[config.mk]
export PLATFORM = sky130hd
export DESIGN_NAME = maquina_io_port_flat
export DESIGN_NICKNAME = d
export VERILOG_FILES = /design/src/rtl/maquina_pkg.sv /design/src/rtl/maquina_io_port_if.sv /design/src/rtl/maquina_io_port_fifo.sv /design/src/rtl/maquina_io_port.sv /design/src/flat_wrapper.sv
export SDC_FILE = /design/constraint.sdc
export NUM_CORES = 1
export LEC_CHECK = 0
export CAP_MARGIN = 20
export CORE_MARGIN = 5
export CORE_UTILIZATION = 54
export DETAILED_ROUTE_END_ITERATION = 16
export GPL_TIMING_DRIVEN = 1
export PLACE_DENSITY = 0.81
export SKIP_CTS_REPAIR_TIMING = 1
export SYNTH_ARGS = -nofsm -noshare
export SYNTH_HDL_FRONTEND = slang
export SYNTH_SLANG_ARGS = --single-unit
[constraint.sdc]
create_clock -name clk -period 4.85 [get_ports clk]
set_input_delay 1.2125 -clock clk [delete_from_list [all_inputs] [get_ports clk]]
set_output_delay 1.2125 -clock clk [all_outputs]
set_load 0.05 [all_outputs]
[src/rtl/maquina_pkg.sv]
// Shared definitions for the maquina CPU: datapath width, control-word strobe
// positions, I/O-related opcodes and the input holding-register state type.
package maquina_pkg;

    localparam int WORD_W = 16;

    // Bit positions of the I/O strobes inside the control word.
    localparam int CTRL_IO_IN_BIT  = 12;
    localparam int CTRL_IO_OUT_BIT = 13;

    localparam logic [3:0] OP_IN  = 4'b1110;
    localparam logic [3:0] OP_OUT = 4'b1111;
    localparam logic [3:0] OP_BEQ = 4'b1100;

    typedef enum logic {
        HOLD_EMPTY = 1'b0,
        HOLD_FULL  = 1'b1
    } hold_state_t;

    // True for the opcodes that drive the I/O port stage.
    function automatic logic is_io_op(input logic [3:0] op);
        return (op == OP_IN) || (op == OP_OUT);
    endfunction

endpackage

[src/rtl/maquina_io_port_if.sv]
// Peripheral link of the I/O port: output valid/ready stream and input
// valid/ready stream. master = port side, slave = external peripheral.
interface maquina_io_port_if #(
    parameter int W = maquina_pkg::WORD_W
) ();
    logic [W-1:0] pout_data;
    logic         pout_valid;
    logic         pout_ready;
    logic [W-1:0] pin_data;
    logic         pin_valid;
    logic         pin_ready;

    modport master (
        output pout_data, pout_valid, pin_ready,
        input  pout_ready, pin_data, pin_valid
    );

    modport slave (
        input  pout_data, pout_valid, pin_ready,
        output pout_ready, pin_data, pin_valid
    );
endinterface

[src/rtl/maquina_io_port_fifo.sv]
// io_sync_fifo: small synchronous FIFO with registered storage and a head word
// read straight from the storage array. Pointers carry one extra wrap bit so
// full and empty are distinguishable. The caller only issues legal push/pop.
module io_sync_fifo #(
    parameter int W     = 16,
    parameter int DEPTH = 4
) (
    input  logic         clk,
    input  logic         reset,
    input  logic         push,
    input  logic         pop,
    input  logic [W-1:0] din,
    output logic         full,
    output logic         empty,
    output logic [W-1:0] head
);
    localparam int AW = $clog2(DEPTH);

    logic [AW:0]  wr_ptr_q, wr_ptr_d;
    logic [AW:0]  rd_ptr_q, rd_ptr_d;
    logic [W-1:0] mem_q [DEPTH];

    // Pointer advance on push/pop; natural wrap of the extra bit.
    always_comb begin
        wr_ptr_d = wr_ptr_q;
        rd_ptr_d = rd_ptr_q;
        if (push) wr_ptr_d = wr_ptr_q + 1'b1;
        if (pop)  rd_ptr_d = rd_ptr_q + 1'b1;
    end

    // Pointer registers.
    always_ff @(posedge clk) begin
        if (reset) begin
            wr_ptr_q <= '0;
            rd_ptr_q <= '0;
        end else begin
            wr_ptr_q <= wr_ptr_d;
            rd_ptr_q <= rd_ptr_d;
        end
    end

    // Storage write; contents need no reset because the pointers define validity.
    always_ff @(posedge clk) begin
        if (push) mem_q[wr_ptr_q[AW-1:0]] <= din;
    end

    assign empty = (wr_ptr_q == rd_ptr_q);
    assign full  = (wr_ptr_q[AW] != rd_ptr_q[AW]) &&
                   (wr_ptr_q[AW-1:0] == rd_ptr_q[AW-1:0]);
    assign head  = mem_q[rd_ptr_q[AW-1:0]];
endmodule

[src/rtl/maquina_io_port.sv]
// maquina_io_port: OUT path pushes datapath words into an output FIFO that
// drains over pout_*; IN path captures pin_* into a one-entry holding register
// that the control unit reads onto dbus_out. Saturating drop/underrun counters.
// Optional IO_LOOPBACK_EN adds lb_mode, routing the FIFO head into the holding
// register and silencing the external handshakes.
module maquina_io_port
    import maquina_pkg::*;
#(
    parameter int WORD_W    = maquina_pkg::WORD_W,
    parameter int OUT_DEPTH = 4,
    parameter int CNT_W     = 8
) (
    input  logic              clk,
    input  logic              reset,
`ifdef IO_LOOPBACK_EN
    input  logic              lb_mode,
`endif
    input  logic              out_we,
    input  logic              in_re,
    input  logic [WORD_W-1:0] dbus_in,
    output logic [WORD_W-1:0] dbus_out,
    maquina_io_port_if.master pio,
    output logic              out_full,
    output logic              in_avail,
    output logic [CNT_W-1:0]  drop_cnt,
    output logic [CNT_W-1:0]  undr_cnt
);
    logic              lb_active;
    logic              fifo_push, fifo_pop, fifo_full, fifo_empty;
    logic [WORD_W-1:0] fifo_head;

    hold_state_t       hold_state_q, hold_state_d;
    logic [WORD_W-1:0] hold_data_q, hold_data_d;
    logic [CNT_W-1:0]  drop_cnt_q, drop_cnt_d;
    logic [CNT_W-1:0]  undr_cnt_q, undr_cnt_d;

`ifdef IO_LOOPBACK_EN
    logic lb_q, lb_d;

    // Mode change is registered so it takes effect on the following cycle.
    always_comb lb_d = lb_mode;

    // Loopback mode register.
    always_ff @(posedge clk) begin
        if (reset) lb_q <= 1'b0;
        else       lb_q <= lb_d;
    end

    assign lb_active = lb_q;
`else
    assign lb_active = 1'b0;
`endif

    io_sync_fifo #(.W(WORD_W), .DEPTH(OUT_DEPTH)) u_out_fifo (
        .clk   (clk),
        .reset (reset),
        .push  (fifo_push),
        .pop   (fifo_pop),
        .din   (dbus_in),
        .full  (fifo_full),
        .empty (fifo_empty),
        .head  (fifo_head)
    );

    // FIFO handshake: pop to the peripheral or to the holding register in
    // loopback; a same-cycle pop frees the slot for a push when full.
    always_comb begin
        fifo_pop  = 1'b0;
        fifo_push = 1'b0;
        if (lb_active) fifo_pop = (hold_state_q == HOLD_EMPTY) && !fifo_empty;
        else           fifo_pop = !fifo_empty && pio.pout_ready;
        fifo_push = out_we && (!fifo_full || fifo_pop);
    end

    // Holding-register FSM and saturating counters, next-state logic.
    always_comb begin
        hold_state_d = hold_state_q;
        hold_data_d  = hold_data_q;
        drop_cnt_d   = drop_cnt_q;
        undr_cnt_d   = undr_cnt_q;
        case (hold_state_q)
            HOLD_EMPTY: begin
                if (lb_active) begin
                    if (!fifo_empty) begin
                        hold_state_d = HOLD_FULL;
                        hold_data_d  = fifo_head;
                    end
                end else if (pio.pin_valid) begin
                    hold_state_d = HOLD_FULL;
                    hold_data_d  = pio.pin_data;
                end
            end
            HOLD_FULL: begin
                if (in_re) hold_state_d = HOLD_EMPTY;
            end
            default: hold_state_d = HOLD_EMPTY;
        endcase
        if (out_we && !fifo_push && (drop_cnt_q != '1))
            drop_cnt_d = drop_cnt_q + 1'b1;
        if (in_re && (hold_state_q == HOLD_EMPTY) && (undr_cnt_q != '1))
            undr_cnt_d = undr_cnt_q + 1'b1;
    end

    // State, holding data and counter registers.
    always_ff @(posedge clk) begin
        if (reset) begin
            hold_state_q <= HOLD_EMPTY;
            hold_data_q  <= '0;
            drop_cnt_q   <= '0;
            undr_cnt_q   <= '0;
        end else begin
            hold_state_q <= hold_state_d;
            hold_data_q  <= hold_data_d;
            drop_cnt_q   <= drop_cnt_d;
            undr_cnt_q   <= undr_cnt_d;
        end
    end

    assign pio.pout_data  = fifo_head;
    assign pio.pout_valid = !fifo_empty && !lb_active;
    assign pio.pin_ready  = (hold_state_q == HOLD_EMPTY) && !lb_active;
    assign out_full       = fifo_full;
    assign in_avail       = (hold_state_q == HOLD_FULL);
    assign dbus_out       = (hold_state_q == HOLD_FULL) ? hold_data_q : '0;
    assign drop_cnt       = drop_cnt_q;
    assign undr_cnt       = undr_cnt_q;
endmodule

[src/flat_wrapper.sv]
// flat-port wrapper written by rule: the top's interface ports become plain ports
module maquina_io_port_flat import maquina_pkg::*;
#(
    parameter int WORD_W    = maquina_pkg::WORD_W,
    parameter int OUT_DEPTH = 4,
    parameter int CNT_W     = 8
)
  (clk, reset, out_we, in_re, dbus_in, dbus_out, out_full, in_avail, drop_cnt, undr_cnt, pio_pout_data, pio_pout_valid, pio_pin_ready, pio_pout_ready, pio_pin_data, pio_pin_valid);
  maquina_io_port_if #(.W((16))) pio_i ();
  input  logic clk;
  input  logic reset;
  input  logic out_we;
  input  logic in_re;
  input  logic [WORD_W-1:0] dbus_in;
  output logic [WORD_W-1:0] dbus_out;
  output logic out_full;
  output logic in_avail;
  output logic [CNT_W-1:0] drop_cnt;
  output logic [CNT_W-1:0] undr_cnt;
  output wire logic [$bits(pio_i.pout_data)-1:0] pio_pout_data;
  output wire logic [$bits(pio_i.pout_valid)-1:0] pio_pout_valid;
  output wire logic [$bits(pio_i.pin_ready)-1:0] pio_pin_ready;
  input wire logic [$bits(pio_i.pout_ready)-1:0] pio_pout_ready;
  input wire logic [$bits(pio_i.pin_data)-1:0] pio_pin_data;
  input wire logic [$bits(pio_i.pin_valid)-1:0] pio_pin_valid;
  assign pio_pout_data = pio_i.pout_data;
  assign pio_pout_valid = pio_i.pout_valid;
  assign pio_pin_ready = pio_i.pin_ready;
  assign pio_i.pout_ready = pio_pout_ready;
  assign pio_i.pin_data = pio_pin_data;
  assign pio_i.pin_valid = pio_pin_valid;
  maquina_io_port #(.WORD_W(WORD_W), .OUT_DEPTH(OUT_DEPTH), .CNT_W(CNT_W)) u_core (.clk(clk), .reset(reset), .out_we(out_we), .in_re(in_re), .dbus_in(dbus_in), .dbus_out(dbus_out), .pio(pio_i), .out_full(out_full), .in_avail(in_avail), .drop_cnt(drop_cnt), .undr_cnt(undr_cnt));
endmodule
* After elaboration in Yosys (flattened, before gate mapping)
Memories as Yosys holds them, arrays and structs flattened. A register that Yosys moved wholly into a read port is not among the register bits.
Cells that the tools add are included.
** Storage, ports and cells
- Flip-flop bits (word level) :: 39
- Memory bits (writable) :: 64
- Input port bits :: 38
- Output and inout port bits :: 52
- Logic and storage cells :: 37
- Memories kept :: 1
** Memories
- u_core.u_out_fifo.mem_q :: depth 4, bits a word 16, rd ports 1, clocked after Yosys merged registers in 1, wr ports 1, line maquina_io_port_fifo.sv:21 : logic [W-1:0] mem_q [DEPTH];
** Operators by class
- Add/subtract/negate cells :: 4
- Equality and inequality tests :: 5
- Muxes and demuxes :: 8
- Bitwise logic cells :: 1
- Reductions and logical operators :: 12
** Operators by type and width (count)
- 8-bit by 1-bit adder with 8-bit output, second input constant :: 2
- 16-bit 2-to-1 mux :: 1
- 8-bit != test, second input constant :: 2
- 1-bit logical AND :: 7
- 3-bit by 1-bit adder with 3-bit output, second input constant :: 2
- 1-bit 2-to-1 mux :: 4
- 2-bit 2-to-1 mux :: 2
- 3-bit equality test :: 1
- 1-bit zero test :: 3
- 2-bit equality test :: 1
- 1-bit case mux with 2 select lines :: 1
- 2-bit AND reduction :: 1
- 1-bit logical OR :: 1
- 1-bit != test :: 1
- 1-bit inverter :: 1

* Depth between registers and ports, before layout
- Word-level depth :: 8
- Depth in mapped cells :: 6

* Cells and area by module
From an unflattened synthesis, not the netlist that was laid out.
** Unflattened totals
- Cell total of the unflattened synthesis :: 308
- Area total of the unflattened synthesis :: 4257.8 sq um
** By module, submodules not included
- io_sync_fifo :: instances 1, cells an instance 124, area each 2745.1 sq um, sequential area each 2082.0 sq um
- maquina_io_port :: instances 1, cells an instance 184, area each 1512.7 sq um, sequential area each 660.6 sq um

* Worst setup path before layout
No wires, ideal clock.
- Path type :: register -> output
- Start :: register with a tool-made name
- End :: output port pio_pout_data[10]
- Arrival time :: 1701 ps
- Slack :: 1936 ps
- Stages on the path, launching flop included :: 4
- Path buffers :: 2
- Cell sequence :: dfxtp_1 -> clkbuf_1 -> buf_2 -> mux4_2
** RTL lines
- end: declaration :: line flat_wrapper.sv:20 : output wire logic [$bits(pio_i.pout_data)-1:0] pio_pout_data;

==> run metrics <==
drt total wl=7990 µm; clk_lat worst skew=0.36 ns; startpoint type of the worst setup path=flip-flop; Placed Area=0.00519 mm²; met3 usage=5.94%; GR Layer Usage met1=21.0%; setup TNS=0 ns; drt wl/cell=15.7 µm; port buffer count=89; r2r worst-path depth=3; post-synthesis mux area share=9.74%; # clock sinks=105; WHS=0.454 ns; Overall Power=0.00200 W; Synth Area in Adders=2.07%; terminus of the critical flop-to-flop path=u_core.u_out_fifo.mem_q[3][8]; crit path time final=3.56 ns; Final Hold Viols=0; Synth async-reset ratio=0%; Hold Crit Class=reg2reg; DR vias/cell=5.43; DRT Pass-1 Iters=4; synth top area cells=edfxtp_1 (45%), dfxtp_1 (19%), mux4_2 (8.5%); CP Capture Type=output pin; switching part of the total=30.8%; Fmax achieved=0.281 GHz; grt peak-use layer=met2; RSZ-0062 raised after global routing=false; Reg power frac=51.1%; vias in the first global route=2664; pwr/cell area=369 mW/mm²; fin area=0.00540 mm²; RR Startpoint=u_core.u_out_fifo.wr_ptr_q[1]; hold path startpoint=u_core.hold_data_q[13]; DRT antenna net count=0; Synth Warn #=0; post-synthesis area per instance=13.5 µm²; Placer Congestion=0.769; xor/xnor share of the synthesized area=2.04%; Final Skew=0.00903 ns; gr usage total=16.9%; post-synthesis compound-gate area fraction=6.57%; Hold Path Depth=2; largest net degree at the start of global routing=31; core area=0.00769 mm²; DRC violations left=0; Core Util, Final=70.3%; via count=2756; global route overflow=0; Slew HR=41.8%; Max clock buf depth=2; pins over their slew limit=0; outcome=completed; # nets final=446; CTS tree=done; simple-gate portion of the synthesized area=12.5%; share of cells above drive strength 1=9.85%; Clock Power Share=24.8%; total die area=0.00969 mm²; starting density of the core=55.0%; Pint=0.00138 W; Max VDD drop=181 µV; die outline height=98.5 µm; Ant. Diodes=0; clock-pin slew on the worst setup and hold paths=0.10 ns; biggest area consumer among synthesized cells=edfxtp_1; top cells by count, synth=edfxtp_1 (64), dfxtp_1 (41), nand2_1 (37); CTS H-tree depth=3; global-route wire length before repair=13000 µm; worst path arrival time=2.35 ns; NetSw=0.000614 W; WHS Endpoint=u_core.hold_data_q[13]; most frequent cell after synthesis=edfxtp_1; Gate power share=24.1%; initial antenna violation count=0; Mapped Nets=358; Seq/Total Area, Yosys=64.9%; Yosys reg bits=105; Syn-to-layout area delta=27.9%; synthesized area=0.00423 mm²; met2 Usage GRT=27.1%; Leakage=1.81 nW; area share of the largest cell type after synthesis=45.5%; die width=98.5 µm; Root Driver=clkbuf_8; DP HPWL=5530 µm; # rows=32; Ports=90; Syn Inst Count=313; period utilisation layout=73.4%; 1st-iter DRT viols=73; R2R Setup Slk=2.73 ns; # setup viols final=0; largest family of logic cells by synthesized area=simple AND/OR/NAND/NOR gates; critical path type=reg2out; Worst-Margin Slew=0.869 ns; max-cap viol count=0; total CTS buffers=9; synth unique cells=40; Max Fanout on Critical Path=16; worst endpoint required time=3.64 ns; Synth Flop Type=edfxtp_1; Post-synth EDFFs=64
[layer usage]
| layer | wire length (µm) | up-vias |
|---|---|---|
| met3 | 596 | 6 |
| li1 | - | 1327 |
| met2 | 3960 | 81 |
| met5 | 0 | - |
| met4 | 89 | 0 |
| met1 | 3350 | 1342 |
[placed cells by master, fill, tap and decap left out, types with 2 or more instances in the layout]
master	count
mux4_2	16
ha_1	7
nand4_1	2
inv_1	6
o21ai_1	2
clkinvlp_4	3
o31ai_1	8
or4_1	6
or3_1	4
inv_8	2
nand2_1	37
xor2_1	6
nor2b_1	2
and2_1	20
buf_4	3
a21oi_1	25
clkdlybuf4s50_1	89
edfxtp_1	64
clkbuf_8	9
nor2_1	14
a211oi_1	2
nand2b_1	3
dfxtp_1	41
o211ai_1	2
nand3_1	8
mux2i_1	4
xnor2_1	2
nor3_1	2
nor4_1	2
[logic make-up (layout without fill, tap and decap cells)]
kind of cell	after synthesis	after routing
flops	105	105
buf+inv	22	115
mux	21	21
xor+xnor	9	9
fa+ha+maj	7	7
compound gates	45	45
simple gates	104	104
[final cells by class]
class	instances	area (µm²)
sequential	105	2740
clock buffer	10	128
timing repair buffer	93	938
clock inverter	6	53.8
multi-input combinational	186	1390
fill	566	2280
tap	102	128
inverter	6	22.5
[power by group through the flow]
| stage | Clock [W] | Combinational [W] | Sequential (W) |
|---|---|---|---|
| after floorplan | 0 | 0.000330 | 0.00104 |
| after global placement | 0 | 0.000475 | 0.00104 |
| after detailed placement | 0 | 0.000483 | 0.00104 |
| after CTS | 0.000508 | 0.000484 | 0.00102 |
| after global routing | 0.000549 | 0.000508 | 0.00103 |
| final | 0.000495 | 0.000480 | 0.00102 |
[critical path, stage by stage (launching register included)]
cell             delay, ns
dfxtp_1               0.82
mux4_2                0.35
clkdlybuf4s50_1       0.81
[state kept, by name, summed over array words and instances (netlist names), named ones only]
name                        cells
u_core.u_out_fifo.mem_q        64
u_core.hold_data_q             16
u_core.drop_cnt                 8
u_core.undr_cnt                 8
u_core.u_out_fifo.rd_ptr_q      3
u_core.u_out_fifo.wr_ptr_q      3
u_core.in_avail                 1
[per-stage QoR]
step / std cells / setup WS [ns]
finish: 508 / 1.29
global route: 508 / 1.21
CTS: 506 / 1.24
detailed placement: 490 / 1.66
global placement: 490 / 1.73
floorplan: 313 / 1.94
[how the worst max path moves through the flow]
stage                                   end       from  slack [ns]  cells after the start
after floorplan           pio_pout_data[10]  flip-flop        1.94                      3
after global placement    pio_pout_data[15]  flip-flop        1.73                      2
after detailed placement   pio_pout_data[1]  flip-flop        1.66                      2
after CTS                  pio_pout_data[1]  flip-flop        1.24                      2
after global routing       pio_pout_data[4]  flip-flop        1.21                      2
final                      pio_pout_data[4]  flip-flop        1.29                      2
Power figures use the tool's default switching activity.
